$ cat config.mk
export PLATFORM = sky130hd
export DESIGN_NAME = reg_file
export DESIGN_NICKNAME = d
export VERILOG_FILES = /design/src/rtl/regfile_pkg.sv /design/src/rtl/sp_next_calc.sv /design/src/rtl/reg_file.sv
export SDC_FILE = /design/constraint.sdc
export NUM_CORES = 1
export LEC_CHECK = 0
export ABC_AREA = 0
export CAP_MARGIN = 5
export CORE_MARGIN = 8
export CORE_UTILIZATION = 56
export DETAILED_ROUTE_END_ITERATION = 8
export PLACE_DENSITY = 0.89
export SLEW_MARGIN = 40
export SYNTH_ARGS = -nofsm -noshare
export SYNTH_HDL_FRONTEND = slang
export SYNTH_SLANG_ARGS = --single-unit
$ cat constraint.sdc
create_clock -name clk -period 5.1 [get_ports clk]
set_clock_uncertainty 0.05 [all_clocks]
set_input_delay 1.02 -clock clk [delete_from_list [all_inputs] [get_ports clk]]
set_output_delay 1.02 -clock clk [all_outputs]
set_load 0.05 [all_outputs]
$ cat src/rtl/regfile_pkg.sv
// rtl/regfile_pkg.sv - shared sizes, reset value and types for the register file
package regfile_pkg;

  localparam int DATA_W   = 8;
  localparam int NUM_REGS = 4;
  localparam int ADDR_W   = $clog2(NUM_REGS);
  localparam int SP_IDX   = 3;
  localparam logic [DATA_W-1:0] SP_RST = 8'hFF;

  typedef logic [ADDR_W-1:0] reg_addr_t;
  typedef logic [DATA_W-1:0] reg_data_t;

endpackage

$ cat src/rtl/sp_next_calc.sv
// rtl/sp_next_calc.sv - next stack pointer value: explicit write, then decrement, then increment
module sp_next_calc
  import regfile_pkg::*;
(
  input  reg_data_t i_sp,
  input  logic      i_we,
  input  reg_addr_t i_rw_addr,
  input  reg_data_t i_wd,
  input  logic      i_inc,
  input  logic      i_dec,
  output reg_data_t o_sp_next
);

  logic w_sp_write;

  assign w_sp_write = i_we && (i_rw_addr == reg_addr_t'(SP_IDX));

  // Arithmetic wraps naturally at DATA_W bits; decrement beats increment.
  always_comb begin
    o_sp_next = i_sp;
    if (w_sp_write)
      o_sp_next = i_wd;
    else if (i_dec)
      o_sp_next = i_sp - reg_data_t'(1);
    else if (i_inc)
      o_sp_next = i_sp + reg_data_t'(1);
  end

endmodule

$ cat src/rtl/reg_file.sv
// rtl/reg_file.sv - 4x8 register file, two async read ports, one write port, R3 as stack pointer
// Optional write-through forwarding on the read ports when REGFILE_BYPASS_EN is defined.
module reg_file
  import regfile_pkg::*;
(
  input  logic      clk,
  input  logic      rst,
  input  logic      WE,
  input  logic      IncSP,
  input  logic      DecSP,
  input  reg_addr_t RA_addr,
  input  reg_addr_t RB_addr,
  input  reg_addr_t RW_addr,
  input  reg_data_t WD,
  output reg_data_t RD_A,
  output reg_data_t RD_B
);

  reg_data_t file [NUM_REGS];
  reg_data_t w_sp_next;
  reg_data_t w_rd_a;
  reg_data_t w_rd_b;

  sp_next_calc u_sp_next_calc (
    .i_sp      (file[SP_IDX]),
    .i_we      (WE),
    .i_rw_addr (RW_addr),
    .i_wd      (WD),
    .i_inc     (IncSP),
    .i_dec     (DecSP),
    .o_sp_next (w_sp_next)
  );

  always_ff @(posedge clk or posedge rst) begin
    if (rst) begin
      for (int i = 0; i < NUM_REGS; i++)
        file[i] <= (i == SP_IDX) ? SP_RST : '0;
    end else begin
      for (int i = 0; i < NUM_REGS; i++) begin
        if (i == SP_IDX)
          file[i] <= w_sp_next;
        else if (WE && (RW_addr == reg_addr_t'(i)))
          file[i] <= WD;
      end
    end
  end

  always_comb begin
    w_rd_a = file[RA_addr];
    w_rd_b = file[RB_addr];
`ifdef REGFILE_BYPASS_EN
    // SP reads show the value the edge will store; w_sp_next already covers an SP write.
    if (RA_addr == reg_addr_t'(SP_IDX))
      w_rd_a = w_sp_next;
    else if (WE && (RA_addr == RW_addr))
      w_rd_a = WD;
    if (RB_addr == reg_addr_t'(SP_IDX))
      w_rd_b = w_sp_next;
    else if (WE && (RB_addr == RW_addr))
      w_rd_b = WD;
`endif
  end

  assign RD_A = w_rd_a;
  assign RD_B = w_rd_b;

endmodule

### Word level (Yosys, flattened, before mapping)

Cells that the tools add are included.

| storage, ports and cells | value |
|---|---|
| output and inout bits | 16 |
| register bits | 32 |

| operators by class | value |
|---|---|
| multiplexer cells | 9 |
| bitwise operators | 2 |
| reductions and logical operators | 6 |
| add/sub/neg operators | 2 |
| equality and inequality tests | 3 |
| $lt $le $gt $ge | 2 |

Operators with widths:

| kind | number |
|---|---|
| 2-to-1 mux 8 bit | 7 |
| binary-select mux 8 bit (select 2 bit) | 2 |
| adder 8 x 1 -> 8 bit (second input constant) | 1 |
| subtractor 8 x 1 -> 8 bit (second input constant) | 1 |
| >= comparator 3 bit (second input constant) | 2 |
| NOT 2 -> 3 bit | 2 |
| equality test 2 bit (second input constant) | 2 |
| logical AND 1 bit | 4 |
| nonzero test 3 bit | 1 |
| equality test 2 x 1 -> 1 bit (second input constant) | 1 |
| zero test 2 bit | 1 |

### Logic depth before layout (Yosys ltp)

| depth | value |
|---|---|
| depth after elaboration | 4 |
| mapped depth | 8 |
| depth with buffers taken out | 8 |

### Hierarchy

From an unflattened synthesis, not the netlist that was laid out.

| second synthesis, totals | value |
|---|---|
| cell total of the unflattened synthesis | 136 |
| area total of the unflattened synthesis | 1865.5 µm² |

By module, submodules not included:

| module | area each (µm²) | instances | cells an instance | seq. area each (µm²) |
|---|---|---|---|---|
| reg_file | 1506.4 | 1 | 80 | 810.8 |
| sp_next_calc | 359.1 | 1 | 56 | 0.0 |

### Least setup slack after synthesis

No wires, ideal clock.

| timing path | value |
|---|---|
| path type | input to output |
| start | in RA_addr[0] |
| end | out RD_A[7] |
| setup slack | 2.025 ns |
| required time | 4.030 ns |
| arrival | 2.005 ns |
| cell stages on the path | 2 |
| buffers on the path | 1 |
| cells stage by stage | clkbuf_1 > mux4_2 |

| on the way | value |
|---|---|
| longest elaborated chain between the ends | 4 |

Ends and longest elaborated chain:

| element | RTL line | source |
|---|---|---|
| from (decl) | reg_file.sv:11 | `input reg_addr_t RA_addr,` |
| NOT 2 -> 3 bit (implied by the code) | reg_file.sv:49 | `w_rd_a = file[RA_addr];` |
| binary-select mux 8 bit (select 2 bit) | reg_file.sv:49 |  |
| 2-to-1 mux 8 bit (implied by the code) (2 in series) | reg_file.sv:49 |  |
| to (decl) | reg_file.sv:15 | `output reg_data_t RD_A,` |

Every way passes these cells. The select of a mux whose other input is x is not followed.

### Worst setup path after layout

| timing path | value |
|---|---|
| start | in RB_addr[1] |
| end | out RD_B[5] |

| on the way | value |
|---|---|
| longest elaborated chain between the ends | 4 |

Ends and longest elaborated chain:

| element | RTL line | source |
|---|---|---|
| from (decl) | reg_file.sv:12 | `input reg_addr_t RB_addr,` |
| NOT 2 -> 3 bit (implied by the code) | reg_file.sv:50 | `w_rd_b = file[RB_addr];` |
| binary-select mux 8 bit (select 2 bit) | reg_file.sv:50 |  |
| 2-to-1 mux 8 bit (implied by the code) (2 in series) | reg_file.sv:50 |  |
| to (decl) | reg_file.sv:16 | `output reg_data_t RD_B` |

Every way passes these cells. The select of a mux whose other input is x is not followed.

==> results.json <==
{
  "rows": 21,
  "cts_tree": "done",
  "via_per_inst": 6.04,
  "final_common_cell": "clkdlybuf4s50_1",
  "multiInputGateArea_um2": 1090,
  "post-place-ws_ns": 0.839,
  "r2r_setup_slack_ns": 3.03,
  "period_needed_ns": 4.23,
  "drt-total-wl_mm": 4.57,
  "diodes": 0,
  "reg_top3": "file x32",
  "power.share.clock_pct": 15.7,
  "synth.area.top_cells": "dfrtp_1 31%, mux4_2 19%, mux2_2 14%",
  "cp-end-kind": "output pin",
  "vias": 1401,
  "hold_buffers": 0,
  "slew_viol_final": 0,
  "syn_avg_cell_area_um2": 13.0,
  "fin_tns_setup_ns": 0,
  "largest_reg_flops": 32,
  "critical_path_class": "primary input to output pin",
  "netlist_instances": 150,
  "drcViolationCount": 0,
  "p_sw_mw": 0.497,
  "ys_seq_elements": 32,
  "hold_end": "file[22]$_DFFE_PP0P_",
  "startpoint": "RB_addr[1]",
  "hold_violations": 0,
  "synth.top_cell.area_share_pct": 30.9,
  "slew_headroom_pct": 56.8,
  "post-dp-hpwl_mm": 3.40,
  "grt_pass1_vias": 1495,
  "regMostFlops": "file",
  "whs_path_depth": 1,
  "clk_path_buf_depth": 2,
  "synthFlopType": "dfrtp_1",
  "place.port_buffers": 34,
  "clk_pin_slew_worst_paths_ns": 0.09,
  "cts_setup_buffers": 0,
  "initialDrtViolationCount": 111,
  "grt_max_degree": 33,
  "synth_warnings": 0,
  "grt_pass1_wl_mm": 7.46,
  "fmax_mhz": 236,
  "p_int_mw": 0.727,
  "nets": 211,
  "worstPathArrival_ns": 3.16,
  "grt_setup_unrepaired": "no",
  "die_w_um": 74.9,
  "first_pass_iters": 4,
  "io-pin-count": 35,
  "r2r-start": "file[0]$_DFFE_PP1P_",
  "worstSkewPairLatency_ns": 0.34,
  "cts.sinks": 32,
  "cts_resized": 0,
  "fillers": 228,
  "h-tree-depth": 2,
  "synth_area_leader_cell": "dfrtp_1",
  "die-area_um2": 5620,
  "path_max_fanout": 8,
  "cts_buffers": 5,
  "syn_nets": 176,
  "fin_util_pct": 71.6,
  "async_reset_ff_share_pct": 100,
  "hold_path.startpoint": "file[22]$_DFFE_PP0P_",
  "cap_violations": 0,
  "chipHeight_um": 74.9,
  "p_leak_nw": 0.946,
  "area_growth_pct": 22.8,
  "ff_latch_area_um2": 811,
  "setup_viol": 0,
  "worst_pin_slew_ns": 0.648,
  "synth_seq_area_share_pct": 41.7,
  "cellPowerDensity_nw_per_um2": 512,
  "seqPwrFrac_pct": 33.7,
  "clockRootBuffer": "clkbuf_4",
  "grt_overflow_total": 0,
  "irDropWorstVdd_v": 0.000240,
  "worst_slack_ns": 0.868,
  "critPathRequiredTime_ns": 4.03,
  "synthDistinctLibCells": 31,
  "synth_area_um2": 1950,
  "grtUsageTotal_pct": 18.0,
  "rr_worst_depth": 8,
  "antenna_found_initial": 0,
  "drive_gt1_share_pct": 33.3,
  "hold_path.class": "flip-flop to flip-flop",
  "layout_common_cells": "34 x clkdlybuf4s50_1, 24 x mux2_2, 24 x dfrtp_1",
  "wl_per_cell_um": 19.7,
  "core_um2": 3340,
  "drtAntennaViolNets": 0,
  "start_util_pct": 58.3,
  "comb_power_share_pct": 50.6,
  "period_share_pct": 83.0,
  "globalplace.congestion": 0.858,
  "r2r-end": "file[6]$_DFFE_PP1P_",
  "startpoint_type": "primary input",
  "synth_edf_count": 0,
  "status": "complete, no violations",
  "netSwitchingFraction_pct": 40.6
}
==> cell usage after synthesis, drive strengths merged, types with 3 or more instances <==
cell,n
nor2,12
buf,4
a21oi,9
dfrtp,24
nand2,7
inv,4
mux2,24
mux4,16
o21ai,9
dfstp,8
nor2b,3
a31oi,3
xnor2,4
ha,6
==> stage by stage <==
step                      power (mW)  instances  area [um2]  hold slack, ns
after global routing            1.29        232        2390           0.502
after global placement         0.997        224        2310           0.448
after CTS                       1.23        232        2390           0.478
final                           1.22        232        2390           0.484
after detailed placement        1.03        224        2310           0.462
after floorplan                0.856        150        1950           0.431
==> worst max-delay path by stage <==
stage / to / slack [ns] / cells past startpoint
floorplan: RD_A[7] / 2.03 / 2
global route: RD_B[5] / 0.75 / 3
CTS: RD_B[5] / 0.83 / 3
finish: RD_B[5] / 0.87 / 3
detailed placement: RD_B[6] / 0.84 / 3
global placement: RD_A[1] / 0.86 / 3
==> final cells by class <==
class | count | area share [%]
clock buffers | 6 | 1.73
repair buffers | 34 | 14.2
multi-input cells | 108 | 45.6
clock inverters | 2 | 1.47
flip-flops and latches | 32 | 33.9
inverters | 4 | 0.628
well taps | 46 | 2.41
==> kinds of logic after synthesis <==
kind of cell / after synthesis / share of synthesized area [%]
AO/OA/AOI/OAI: 28 / 9.26
XOR/XNOR: 5 / 2.25
adder cells (fa/ha/maj): 7 / 4.89
buffers and inverters: 10 / 2.31
flip-flops: 32 / 41.7
multiplexers: 40 / 32.4
AND/OR/NAND/NOR: 28 / 7.20
==> worst max-delay path, stage by stage <==
cell and delay [ns]:
clkdlybuf4s50_1 0.82, mux4_2 0.59, clkdlybuf4s50_1 0.72
==> routing by layer <==
| layer | up-vias | routed length (um) | global-route usage (%) |
|---|---|---|---|
| met1 | 702 | 1820 | 20.9 |
| met5 | - | 0 | 0 |
| met4 | 0 | 71 | 7.39 |
| li1 | 636 | - | - |
| met3 | 7 | 382 | 5.33 |
| met2 | 56 | 2300 | 30.0 |
==> power groups by stage <==
stage / logic (mW) / clock network [mW] / registers [mW]
after detailed placement: 0.616 / 0 / 0.415
after global routing: 0.664 / 0.205 / 0.423
after CTS: 0.622 / 0.194 / 0.411
final: 0.619 / 0.192 / 0.413
after global placement: 0.591 / 0 / 0.406
after floorplan: 0.467 / 0 / 0.389
Note: power is estimated with default switching activity, not from simulation.
